===== src/rtl/btn_scan_arbiter.sv =====
// Debounces N raw push-buttons with one shared stability timer: a round-robin
// scan visits one button per cycle and reports committed level changes over valid/ready.
module btn_scan_arbiter #(
  parameter int N_BTN = 4,
  parameter int IDXW  = 2,
  parameter int TIMES = 5000
) (
  input  logic             clk,
  input  logic             rst_n,
  input  logic [N_BTN-1:0] btn,
  output logic             evt_valid,
  input  logic             evt_ready,
  output logic [IDXW-1:0]  evt_idx,
  output logic             evt_press,
  output logic [N_BTN-1:0] btn_state
);

  localparam int CNTW = $clog2(TIMES + 1);

  typedef enum logic [1:0] {SCAN, CHECK, EMIT} state_e;

  state_e            state_q, state_d;
  logic [N_BTN-1:0]  sync1_q, sync2_q;
  logic [N_BTN-1:0]  btn_state_q, btn_state_d;
  logic [IDXW-1:0]   ptr_q, ptr_d, ptr_inc;
  logic [IDXW-1:0]   idx_q, idx_d;
  logic [CNTW-1:0]   cnt_q, cnt_d;
  logic              valid_q, valid_d;
  logic              press_q, press_d;
  logic              cur_sync, changed, cnt_done;

  assign cur_sync = sync2_q[ptr_q];
  assign changed  = (cur_sync != btn_state_q[ptr_q]);
  assign cnt_done = (cnt_q == CNTW'(TIMES - 1));
  assign ptr_inc  = (ptr_q == IDXW'(N_BTN - 1)) ? '0 : ptr_q + IDXW'(1);

  // rst_n is expected to be released synchronously by the reset source.
  always_ff @(posedge clk or negedge rst_n) begin
    if (!rst_n) begin
      state_q     <= SCAN;
      sync1_q     <= '0;
      sync2_q     <= '0;
      btn_state_q <= '0;
      ptr_q       <= '0;
      idx_q       <= '0;
      cnt_q       <= '0;
      valid_q     <= 1'b0;
      press_q     <= 1'b0;
    end else begin
      // NOTE: non-blocking assignments so every register samples pre-edge values.
      state_q     <= state_d;
      sync1_q     <= btn;
      sync2_q     <= sync1_q;
      btn_state_q <= btn_state_d;
      ptr_q       <= ptr_d;
      idx_q       <= idx_d;
      cnt_q       <= cnt_d;
      valid_q     <= valid_d;
      press_q     <= press_d;
    end
  end

  always_comb begin
    // NOTE: default first so no path through the case leaves state_d unassigned (no latch).
    state_d = state_q;
    unique case (state_q)
      SCAN:    if (changed) state_d = CHECK;
      CHECK: begin
        if (!changed)      state_d = SCAN;
        else if (cnt_done) state_d = EMIT;
      end
      EMIT:    if (evt_ready) state_d = SCAN;
      default: state_d = SCAN;
    endcase
  end

  always_comb begin
    btn_state_d = btn_state_q;
    ptr_d       = ptr_q;
    idx_d       = idx_q;
    cnt_d       = cnt_q;
    valid_d     = valid_q;
    press_d     = press_q;
    unique case (state_q)
      SCAN: begin
        if (changed) cnt_d = '0;
        else         ptr_d = ptr_inc;
      end
      CHECK: begin
        if (!changed) begin
          ptr_d = ptr_inc;
        end else begin
          cnt_d = cnt_q + CNTW'(1);
          if (cnt_done) begin
            btn_state_d[ptr_q] = cur_sync;
            idx_d              = ptr_q;
            press_d            = cur_sync;
            valid_d            = 1'b1;
          end
        end
      end
      EMIT: begin
        if (evt_ready) begin
          valid_d = 1'b0;
          ptr_d   = ptr_inc;
        end
      end
      default: ;
    endcase
  end

  assign evt_valid = valid_q;
  assign evt_idx   = idx_q;
  assign evt_press = press_q;
  assign btn_state = btn_state_q;

endmodule


===== config.mk =====
export PLATFORM = sky130hd
export DESIGN_NAME = btn_scan_arbiter
export DESIGN_NICKNAME = d
export VERILOG_FILES = /design/src/rtl/btn_scan_arbiter.sv
export SDC_FILE = /design/constraint.sdc
export NUM_CORES = 1
export LEC_CHECK = 0
export ABC_AREA = 1
export CAP_MARGIN = 10
export CORE_ASPECT_RATIO = 0.7
export CORE_UTILIZATION = 56
export CTS_CLUSTER_SIZE = 16
export DETAILED_ROUTE_END_ITERATION = 6
export GPL_ROUTABILITY_DRIVEN = 0
export HOLD_SLACK_MARGIN = 0.05
export PLACE_DENSITY = 0.77
export SLEW_MARGIN = 20
export SYNTH_ARGS = -nofsm -noshare
export SYNTH_HDL_FRONTEND = slang
export SYNTH_SLANG_ARGS = --single-unit

===== constraint.sdc =====
create_clock -name clk -period 4.9 [get_ports clk]
set_clock_uncertainty 0.2 [all_clocks]
set_input_delay 0.98 -clock clk [delete_from_list [all_inputs] [get_ports clk]]
set_output_delay 0.98 -clock clk [all_outputs]
set_load 0.02 [all_outputs]

== After elaboration in Yosys (flattened, before gate mapping) ==
Cells that the tools add are included.

* Mux-type cells: 23
* $lt $le $gt $ge: 2
* Eq/ne operators: 11
* Reductions and logical operators: 11
* $add $sub $neg: 2

{| class="wikitable"
|+ Operators with widths
! kind !! count
|-
| $mux W13 || 2
|-
| $pmux W13 S2 || 1
|-
| $mux W2 || 7
|-
| $add A13 B1 Y13 const B || 1
|-
| $eq A13 B13 Y1 const B || 1
|-
| $reduce_and A3 Y1 || 4
|-
| $ne A2 B2 Y1 const B || 5
|-
| $mux W1 || 6
|-
| $pmux W2 S3 || 1
|-
| $reduce_bool A2 Y1 || 3
|-
| $bmux W1 S2 || 2
|-
| $bwmux W4 || 1
|-
| $eq A2 B2 Y1 const B || 2
|-
| $pmux W2 S2 || 1
|-
| $reduce_and A4 Y1 || 1
|-
| $lt A2 B3 Y1 const B || 1
|-
| $ne A3 B3 Y1 const B || 1
|-
| $add A2 B1 Y2 const B || 1
|-
| $demux W1 S2 || 1
|-
| $eq A2 B1 Y1 const B || 1
|-
| $ge A2 B1 Y1 const B || 1
|-
| $logic_not A2 Y1 || 1
|-
| $pmux W1 S2 || 1
|-
| $reduce_or A2 Y1 || 1
|-
| 2 further kinds || 2
|}

* Bits of input ports: 7
* Logic and storage cells: 58
* Register bits after elaboration: 33

== Depth between registers and ports, before layout ==
Gate-level depths: netlist of run 1.

* Depth in word-level cells: 5
* Depth in mapped cells: 12
* Gate-level depth less buffers: 11

== Worst setup path after synthesis of run 1 ==
Ideal clock, no wire load.

* Kind: input -> register
* From: input port evt_ready
* To: register ptr_q[0]
* Arrival time: 1.391 ns
* Slack: 3.188 ns
* Library setup time: 0.121 ns
* Stages on the path: 5
* Required time: 4.579 ns
* Cells stage by stage: inv_1 > o21ai_0 > nand2_1 > nand2_1 > o21ai_1

* Longest elaborated chain between the ends: 2

{| class="wikitable"
|+ RTL lines
! element !! RTL line !! source
|-
| start: declaration || 12 || <nowiki>input logic evt_ready,</nowiki>
|-
| $ne A2 B2 Y1 (no source line) || -- ||
|-
| $reduce_and A3 Y1 (no source line) || -- ||
|-
| end signal: assignment || 55 || <nowiki>ptr_q <= ptr_d;</nowiki>
|-
| end: declaration || 25 || <nowiki>logic [IDXW-1:0] ptr_q, ptr_d, ptr_inc;</nowiki>
|}

No other way between the ends.
A chain may end at the register's enable or synchronous reset.

== Worst setup path in the final report of run 1 ==
* From: register btn_state_q[3] (netlist: btn_state[3])
* To: output port btn_state[3]

{| class="wikitable"
|+ RTL lines
! element !! RTL line !! source
|-
| start: declaration || 24 || <nowiki>logic [N_BTN-1:0] btn_state_q, btn_state_d;</nowiki>
|-
| start signal: assignment || 54 || <nowiki>btn_state_q <= btn_state_d;</nowiki>
|-
| end: declaration || 15 || <nowiki>output logic [N_BTN-1:0] btn_state</nowiki>
|}

No word-level cell between the ends.

==> impl_metrics.csv, run 1 <==
group,metric,value,unit
status,outcome,"finished clean",
setup_path,timing.critical_path.max_delay_family,"buffers and inverters",
synthesis,ys.warnings.count,0,
sta,hold_violations,0,
cells_and_area,synthToLayoutAreaGrowth,12.67,%
synthesis,yosys.area_share.xor_xnor,3.249,%
cells_and_area,multiInputGateArea,930.9,µm²
setup_path,critical_register_to_register_path_endpoint,"evt_idx[1]",
cts,clkLatencyLatePin,290,ps
floorplan,floorplan.die.width,71.38,µm
cells_and_area,seq_area,825.8,µm²
sta,timing_max_transition_violations_final,0,
sta,timing.final.crit_period,2515,ps
global_route,grt_first_pass_wirelength,6092,µm
pwr,leak_pwr,0.9421,nW
placed_design,dp_cells,277,
cells_and_area,final_cell_area,2126,µm²
setup_path,worstPathBufferInverterCount,1,
setup_path,worst-path-stages,1,
synthesis,share_of_synthesized_area_spent_on_multiplexers,0,%
pwr,p_seq_share,37.5,%
cts,ctsRootBufferMaster,"sky130_fd_sc_hd__clkbuf_8",
setup_path,cp_cell_sequence,"clkdlybuf4s50_1",
cells_and_area,layout.cells.most_common_list,"sky130_fd_sc_hd__nand2_1, sky130_fd_sc_hd__dfrtp_1, sky130_fd_sc_hd__nand3_1",
hold_path,hold_path_cell_cnt,0,
synthesis,postSynthRegisterBits,33,
global_route,grt_max_degree,34,
placed_design,place.detailed.hpwl,2637,µm
pwr,pwr_density_cell,439.8,nW/µm²
floorplan,die-area,3609,µm²
sta,period_share,51.32,%
setup_path,reg2reg_setup_slack,2710,ps
flow_run,max-cap-violations,0,
floorplan,rows,17,
setup_path,r2r.worst_path.cells,3,
synthesis,netlist-cell-type-count,25,
setup_path,critical_path_class,"reg -> out",
synthesis,synth_seq_area_share,43.77,%
pwr,share_clk_of_total_power,21.7,%
placed_design,io_buffer_count,14,
cts,cts_buffers,5,
synthesis,synthesis.area,1887,µm²
setup_path,critical_path_data_required_time,3720,ps
drt,routed_via_density,5.232,
sta,final_critical_path_setup_slack,2386,ps
sta,tightest_slew,1026,ps
drt,num_vias,1491,
floorplan,design.core.area,3169,µm²
floorplan,dieHeight,50.57,µm
global_route,grt_overflow,0,
drt,antenna_left,0,
cells_and_area,filler_cell_count,267,
sta,rsz0062_at_grt,"false",
drt,wl_per_cell,12.61,µm
setup_path,reg2reg_from,"state_q[1]",
global_route,number_of_antenna_violations_at_the_first_check_in_global_routing,0,
global_route,first_global_vias,1287,
cells_and_area,diodes,0,
pwr,power_report.internal_total,511.1,µW
cts,clk_sink_count,33,
cts,cts_post_setup_buffers_inserted,0,
cts,cts_tree,"done",
setup_path,cp-start-kind,"flip-flop",
cells_and_area,mostFrequentLayoutCell,"sky130_fd_sc_hd__nand2_1",
floorplan,num_io_pins,15,
setup_path,highest_cell_delay_on_the_worst_timing_path,630,ps
drt,drt_first_pass_iters,4,
cts,clockBufferDepth,2,
setup_path,worst_ep_arrival_time,1330,ps
synthesis,synth-adder-area-share,3.316,%
cts,post_cts.resized_instances,0,
placed_design,detailedPlace.worstSlack,2606,ps
sta,whs,149.9,ps
synthesis,synthesis.instances,228,
hold_path,worstHoldPathType,"reg -> reg",
synthesis,synth_compound_area_share,7.029,%
sta,max_clock_freq,397.7,MHz
pwr,irDropWorstVdd,0.3650,mV
pwr,comb_power_share,40.8,%
cells_and_area,post-route-util,67.07,%
synthesis,simple_gate_portion_of_the_synthesized_area,35.74,%
synthesis,synth_top_family_by_area,"simple AND/OR/NAND/NOR gates",
global_route,all_layer_gr_usage,22.77,%
cts,cts_hold_buffers,0,
synthesis,yosysTopAreaCell,"sky130_fd_sc_hd__dfrtp_1",
setup_path,end_kind,"primary output",
setup_path,crit_path_max_fanout,4,
cells_and_area,fin_nets,258,
sta,timing.final.setup_violations,0,
drt,remaining_drc_errors,0,
placed_design,place_area,2039,µm²
hold_path,timing.hold.worst_endpoint,"sync2_q[0]",
setup_path,critPathSlowestCell,"sky130_fd_sc_hd__clkdlybuf4s50_1",
floorplan,starting_density,59.53,%
cells_and_area,fraction_of_layout_cells_with_a_size_suffix_above_1,17.41,%
cells_and_area,final_cell_count_no_fill,285,
hold_path,hold_start,"sync1_q[0]",
synthesis,synthesis.area_per_instance,8.275,µm²
sta,setup_total_negative_slack,0,ps
drt,drt_iter0_markers,114,
sta,maxSlewHeadroom,31.36,%
drt,detail_route.wirelength,3593,µm
pwr,p_sw,423.8,µW
pwr,switching_share,45.33,%
cts,htree_num_levels,2,
synthesis,synth.area.top_cells,"sky130_fd_sc_hd__dfrtp_1, sky130_fd_sc_hd__nand2_1, sky130_fd_sc_hd__nand3_1",
pwr,total_power,934.9,µW
synthesis,share_of_the_synthesized_area_in_the_top_cell_type,43.77,%
cts,clock_pin_slew_worst_setup_and_hold_paths,70,ps
synthesis,synth_nets,240,
-- final cells by class --
cell class / count / share of cell area, %
Timing Repair Buffer: 15 / 6.945
Clock inverter: 3 / 0.8240
Clock buffer: 5 / 3.237
Sequential cell: 33 / 38.85
Multi-Input combinational cell: 169 / 43.79
Tap cell: 38 / 2.237
Inverter: 22 / 4.120
-- power by group through the flow --
| stage | logic [mW] | clock network (mW) | registers [mW] |
|---|---|---|---|
| after floorplan | 0.360 | 0 | 0.336 |
| after global placement | 0.377 | 0 | 0.355 |
| after detailed placement | 0.382 | 0 | 0.355 |
| after CTS | 0.383 | 0.207 | 0.350 |
| after global routing | 0.431 | 0.218 | 0.356 |
| final | 0.382 | 0.203 | 0.350 |
-- flip-flops by register name, summed over array words and instances (netlist names) --
signal,count
evt_press,1
cnt_q,13
evt_idx,2
btn_state,4
sync2_q,4
ptr_q,2
state_q,2
sync1_q,4
evt_valid,1
-- layer usage --
| metal | vias to the layer above | track usage [%] | routed length (µm) |
|---|---|---|---|
| li1 | 783 | - | - |
| met1 | 665 | 36.13 | 1951 |
| met2 | 38 | 29.21 | 1353 |
| met3 | 5 | 6.225 | 252 |
| met4 | 0 | 7.000 | 35 |
| met5 | - | 0 | 0 |
-- synth_stat cells --
master / n
sky130_fd_sc_hd__inv_6: 1
sky130_fd_sc_hd__nand4_1: 8
sky130_fd_sc_hd__buf_6: 2
sky130_fd_sc_hd__nor2_1: 18
sky130_fd_sc_hd__a211oi_1: 1
sky130_fd_sc_hd__buf_2: 1
sky130_fd_sc_hd__o21ai_2: 10
sky130_fd_sc_hd__xor2_1: 7
sky130_fd_sc_hd__nor2_8: 1
sky130_fd_sc_hd__nand2_4: 4
sky130_fd_sc_hd__ha_1: 5
sky130_fd_sc_hd__nor3_1: 8
sky130_fd_sc_hd__nand2_1: 58
sky130_fd_sc_hd__nand3_1: 26
sky130_fd_sc_hd__inv_2: 2
sky130_fd_sc_hd__o21ai_1: 3
sky130_fd_sc_hd__nor2_2: 1
sky130_fd_sc_hd__nand2_2: 13
sky130_fd_sc_hd__o31ai_1: 1
sky130_fd_sc_hd__or2_2: 1
sky130_fd_sc_hd__o21ai_0: 3
sky130_fd_sc_hd__nand3_2: 1
sky130_fd_sc_hd__dfrtp_1: 33
sky130_fd_sc_hd__inv_1: 19
sky130_fd_sc_hd__buf_8: 1
-- cells by family after synthesis --
family	Yosys count
XOR/XNOR	7
buffers and inverters	26
flip-flops	33
adder cells (fa/ha/maj)	5
AO/OA/AOI/OAI	18
AND/OR/NAND/NOR	139
-- how the worst max path moves through the flow --
stage                  from      endpoint  slack, ps
6_report       btn_state[3]  btn_state[3]       2390
2_1_floorplan     evt_ready      ptr_q[0]       3190
3_3_place_gp      evt_ready      ptr_q[0]       2630
4_1_cts        btn_state[3]  btn_state[3]       2370
5_1_grt        btn_state[3]  btn_state[3]       2340
3_5_place_dp      evt_ready      ptr_q[0]       2610
No activity file was read; power rests on OpenSTA's default activity.
==> inputs of run 2 (changes only) <==
Clock period 4.9 ns to 2.49 ns, I/O delays scaled along.
==> run 2 against run 1 <==
Effect of this change: via count is 3.2% higher; register-to-register slack worse by 2300 ps; critical endpoint is now btn_state[2]; largest cell class unchanged; die area unchanged; largest power group unchanged.
==> impl_metrics.csv, run 2 (synthesis gave the netlist of run 1 again) <==
group,metric,value,unit
drt,num_vias,1539,
sta,max_clock_freq,489.9,MHz
placed_design,io_buffer_count,14,
cells_and_area,fin_nets,259,
cts,clk_sink_count,33,
setup_path,critPathSlowestCell,"sky130_fd_sc_hd__dfrtp_1",
global_route,number_of_antenna_violations_at_the_first_check_in_global_routing,0,
floorplan,dieHeight,50.57,µm
cells_and_area,final_cell_count_no_fill,285,
cts,cts_post_setup_buffers_inserted,0,
hold_path,timing.hold.worst_endpoint,"sync2_q[3]",
pwr,pwr_density_cell,880.2,nW/µm²
cts,clkLatencyLatePin,280,ps
setup_path,end_kind,"flip-flop",
drt,wl_per_cell,13.70,µm
cts,ctsRootBufferMaster,"sky130_fd_sc_hd__clkbuf_8",
sta,tightest_slew,420.1,ps
sta,period_share,81.98,%
sta,timing_max_transition_violations_final,0,
floorplan,floorplan.die.width,71.38,µm
setup_path,crit_path_max_fanout,7,
floorplan,die-area,3609,µm²
cts,clockBufferDepth,2,
placed_design,detailedPlace.worstSlack,510.4,ps
cts,cts_hold_buffers,0,
cells_and_area,largest_register,"cnt_q",
floorplan,starting_density,59.53,%
cells_and_area,final_cell_area,2133,µm²
drt,remaining_drc_errors,0,
cells_and_area,layout.cells.most_common_list,"sky130_fd_sc_hd__nand2_1, sky130_fd_sc_hd__dfrtp_1, sky130_fd_sc_hd__nand3_1",
cts,post_cts.resized_instances,0,
drt,drt_first_pass_iters,4,
drt,antenna_left,0,
placed_design,place_area,2047,µm²
sta,timing.final.crit_period,2041,ps
setup_path,r2r.worst_path.cells,9,
hold_path,worstHoldPathType,"reg -> reg",
setup_path,timing.critical_path.max_delay_family,"simple AND/OR/NAND/NOR gates",
floorplan,num_io_pins,15,
setup_path,critical_path_class,"reg -> reg",
drt,routed_via_density,5.400,
global_route,grt_first_pass_wirelength,6927,µm
setup_path,critical_register_to_register_path_endpoint,"btn_state[2]",
setup_path,critical_path_data_required_time,2510,ps
floorplan,rows,17,
setup_path,highest_cell_delay_on_the_worst_timing_path,450,ps
placed_design,dp_cells,278,
cts,cts_tree,"done",
pwr,irDropWorstVdd,0.7425,mV
flow_run,max-cap-violations,0,
global_route,grt_max_degree,34,
status,outcome,"finished clean",
global_route,all_layer_gr_usage,25.93,%
setup_path,most_common_cell_type_on_the_critical_path,"sky130_fd_sc_hd__nor2_1",
drt,detail_route.wirelength,3905,µm
sta,timing.final.setup_violations,0,
sta,setup_total_negative_slack,0,ps
setup_path,reg2reg_from,"cnt_q[0]",
cells_and_area,mostFrequentLayoutCell,"sky130_fd_sc_hd__nand2_1",
cts,clock_pin_slew_worst_setup_and_hold_paths,60,ps
setup_path,worst_ep_arrival_time,2060,ps
sta,whs,147.1,ps
drt,drt_iter0_markers,213,
sta,rsz0062_at_grt,"false",
global_route,grt_overflow,0,
setup_path,cp_cell_sequence,"ha_1, inv_1, nor2_1, nand2_1, nor2_1, nand3_1, nor2_1, nand3_1, nand2_1",
cells_and_area,synthToLayoutAreaGrowth,13.06,%
sta,maxSlewHeadroom,71.78,%
global_route,first_global_vias,1368,
sta,hold_violations,0,
setup_path,worstPathBufferInverterCount,1,
cells_and_area,diodes,0,
setup_path,cp-start-kind,"flip-flop",
hold_path,hold_path_cell_cnt,0,
cts,cts_buffers,5,
cells_and_area,fraction_of_layout_cells_with_a_size_suffix_above_1,17.00,%
sta,final_critical_path_setup_slack,448.7,ps
hold_path,hold_start,"sync1_q[3]",
floorplan,design.core.area,3169,µm²
pwr,leak_pwr,0.9471,nW
cells_and_area,largest_register_ffs,13,
placed_design,place.detailed.hpwl,2839,µm
cts,htree_num_levels,2,
setup_path,reg2reg_setup_slack,450,ps
==> run 2: stage by stage <==
| stage | power (mW) | utilization, % |
|---|---|---|
| global placement | 1.447 | 64.59 |
| detailed placement | 1.471 | 64.59 |
| global route | 2.019 | 67.31 |
| finish | 1.878 | 67.31 |
| floorplan | 1.369 | - |
| CTS | 1.880 | 67.31 |
==> run 2: worst max path at each step <==
stage / depth (start not counted) / slack, ps / to / start
floorplan: 9 / 810 / btn_state[3] / cnt_q[0]
global placement: 9 / 520 / btn_state[3] / cnt_q[0]
detailed placement: 9 / 510 / btn_state[2] / cnt_q[0]
CTS: 1 / 450 / btn_state[3] / btn_state[3]
global route: 9 / 220 / btn_state[1] / cnt_q[0]
finish: 9 / 450 / btn_state[2] / cnt_q[0]
==> run 2: area by class of cell <==
| type | count | area [µm²] |
|---|---|---|
| tap | 38 | 47.55 |
| multi-input combinational | 169 | 930.9 |
| timing repair buffer | 16 | 155.1 |
| sequential | 33 | 825.8 |
| clock buffer | 7 | 86.33 |
| inverter | 22 | 87.58 |
| fill | 257 | 1036 |
==> run 2: power breakdown <==
part	internal, mW	leakage [nW]	switching, mW	total, mW
registers	0.594	0.432	0.0993	0.693
clock network	0.219	0.0443	0.183	0.402
logic	0.230	0.470	0.553	0.783
==> run 2: layer usage <==
metal  global-route usage (%)  vias to the layer above  share of wire (%)
met2                    31.43                       63                 40
met3                    7.430                        2                9.1
li1                         -                      777                  -
met4                    8.000                        0               0.15
met1                    42.43                      697                 51
met5                        0                        -                  0
==> inputs of run 3 (changes only) <==
Clock period 2.49 ns to 2 ns, I/O delays scaled along.
==> run 3 against run 2 <==
Effect of this change: combinational power rose by 43%; routed wire length rose by 3.8%; sequential share of layout area fell by 0.84 points.
==> impl_metrics.csv, run 3 (synthesis gave the netlist of run 1 again) <==
group,metric,value,unit
setup_path,end_kind,"primary output",
sta,final_critical_path_setup_slack,81.25,ps
sta,period_share,95.94,%
setup_path,critPathSlowestCell,"sky130_fd_sc_hd__clkdlybuf4s50_1",
cts,htree_num_levels,2,
setup_path,r2r.worst_path.cells,9,
floorplan,floorplan.die.width,71.38,µm
setup_path,crit_path_max_fanout,3,
flow_run,max-cap-violations,0,
global_route,grt_overflow,0,
cts,clockBufferDepth,2,
sta,hold_violations,0,
drt,drt_first_pass_iters,4,
setup_path,cp_cell_sequence,"clkdlybuf4s50_1",
pwr,total_power,2.458,mW
sta,timing.final.setup_violations,0,
pwr,p_sw,1.069,mW
cells_and_area,mostFrequentLayoutCell,"sky130_fd_sc_hd__nand2_1",
cells_and_area,diodes,0,
cts,ctsRootBufferMaster,"sky130_fd_sc_hd__clkbuf_8",
global_route,grt_max_degree,34,
drt,remaining_drc_errors,0,
setup_path,timing.critical_path.max_delay_family,"buffers and inverters",
setup_path,worst-path-stages,1,
setup_path,critical_path_data_required_time,1400,ps
cts,clkLatencyLatePin,280,ps
global_route,first_global_vias,1492,
cells_and_area,fraction_of_layout_cells_with_a_size_suffix_above_1,19.12,%
global_route,grt_first_pass_wirelength,7120,µm
drt,antenna_left,0,
setup_path,critical_path_class,"reg -> out",
pwr,p_seq_share,34.2,%
pwr,switching_share,43.51,%
sta,max_clock_freq,521.2,MHz
sta,timing.final.crit_period,1919,ps
cells_and_area,final_cell_count_no_fill,289,
floorplan,rows,17,
placed_design,place_area,2090,µm²
cells_and_area,layout.cells.most_common_list,"sky130_fd_sc_hd__nand2_1, sky130_fd_sc_hd__dfrtp_1, sky130_fd_sc_hd__nand3_1",
pwr,comb_power_share,45.6,%
placed_design,io_buffer_count,14,
sta,tightest_slew,415.0,ps
floorplan,num_io_pins,15,
drt,num_vias,1605,
setup_path,reg2reg_from,"cnt_q[1]",
setup_path,cp-endpoint,"btn_state[0]",
floorplan,design.core.area,3169,µm²
drt,routed_via_density,5.554,
setup_path,setup.worst_path.start,"btn_state[0]",
pwr,irDropWorstVdd,0.9990,mV
floorplan,dieHeight,50.57,µm
status,outcome,"finished clean",
cts,cts_tree,"done",
cells_and_area,largest_register_ffs,13,
setup_path,worst_ep_arrival_time,1320,ps
cells_and_area,largest_register,"cnt_q",
hold_path,worstHoldPathType,"reg -> reg",
cells_and_area,fin_nets,263,
floorplan,die-area,3609,µm²
placed_design,place.detailed.hpwl,3040,µm
pwr,leak_pwr,0.9699,nW
global_route,all_layer_gr_usage,26.80,%
setup_path,cp-start-kind,"flip-flop",
setup_path,highest_cell_delay_on_the_worst_timing_path,630,ps
floorplan,starting_density,59.53,%
setup_path,reg2reg_setup_slack,110,ps
cts,cts_hold_buffers,0,
cts,cts_buffers,5,
sta,timing_max_transition_violations_final,0,
cts,clock_pin_slew_worst_setup_and_hold_paths,70,ps
cells_and_area,post-route-util,68.81,%
setup_path,worstPathBufferInverterCount,1,
placed_design,detailedPlace.worstSlack,120.8,ps
cts,clk_sink_count,33,
cells_and_area,final_cell_area,2181,µm²
setup_path,critical_register_to_register_path_endpoint,"btn_state[2]",
cells_and_area,synthToLayoutAreaGrowth,15.58,%
sta,whs,147.9,ps
pwr,share_clk_of_total_power,20.2,%
pwr,power_report.internal_total,1.388,mW
sta,maxSlewHeadroom,72.33,%
drt,detail_route.wirelength,4055,µm
sta,setup_total_negative_slack,0,ps
placed_design,dp_cells,282,
drt,drt_iter0_markers,177,
drt,wl_per_cell,14.03,µm
pwr,pwr_density_cell,1127,nW/µm²
global_route,number_of_antenna_violations_at_the_first_check_in_global_routing,0,
[run 3: changes by cell type in the layout (fill, tap and decap cells not counted), sizes merged]
| cell | change |
|---|---|
| buf | +4 |
[run 3: worst min path at each step]
stage | startpoint | endpoint | cells past startpoint | slack (ps)
after floorplan | rst_n | btn_state[0] | 0 | -100
after global placement | sync1_q[1] | sync2_q[1] | 0 | 130
after detailed placement | sync1_q[0] | sync2_q[0] | 0 | 140
after CTS | sync1_q[2] | sync2_q[2] | 0 | 150
after global routing | sync1_q[0] | sync2_q[0] | 0 | 150
final | sync1_q[2] | sync2_q[2] | 0 | 150
[run 3: area by class of cell]
| class | count | area, µm² |
|---|---|---|
| timing repair buffer | 20 | 197.7 |
| clock buffer | 7 | 86.33 |
| tap | 38 | 47.55 |
| multi-input combinational | 169 | 935.9 |
| fill | 266 | 988.4 |
| inverter | 22 | 87.58 |
| sequential | 33 | 825.8 |
[run 3: power groups by stage]
stage               Clock [mW]  Sequential, mW  Combinational (mW)
finish                   0.497           0.841                1.12
detailed placement           0           0.851                1.10
CTS                      0.510           0.839                1.11
global placement             0           0.846                1.07
global route             0.540           0.852                1.23
floorplan                    0           0.823               0.881
[run 3: repair_timing]
| action | 4_1_cts | 5_1_grt |
|---|---|---|
| resized for setup | 0 | 2 |
| buffers inserted | 0 | 0 |
| setup endpoints to repair | 0 | 7 |
[run 3: per-layer routing]
layer  GRT usage (%)  vias up  wire [µm]
met5               0        -          0
met4           8.000        0         34
met3           5.422        4        398
met2           38.25       79       1646
met1           40.70      733       1976
li1                -      789          -
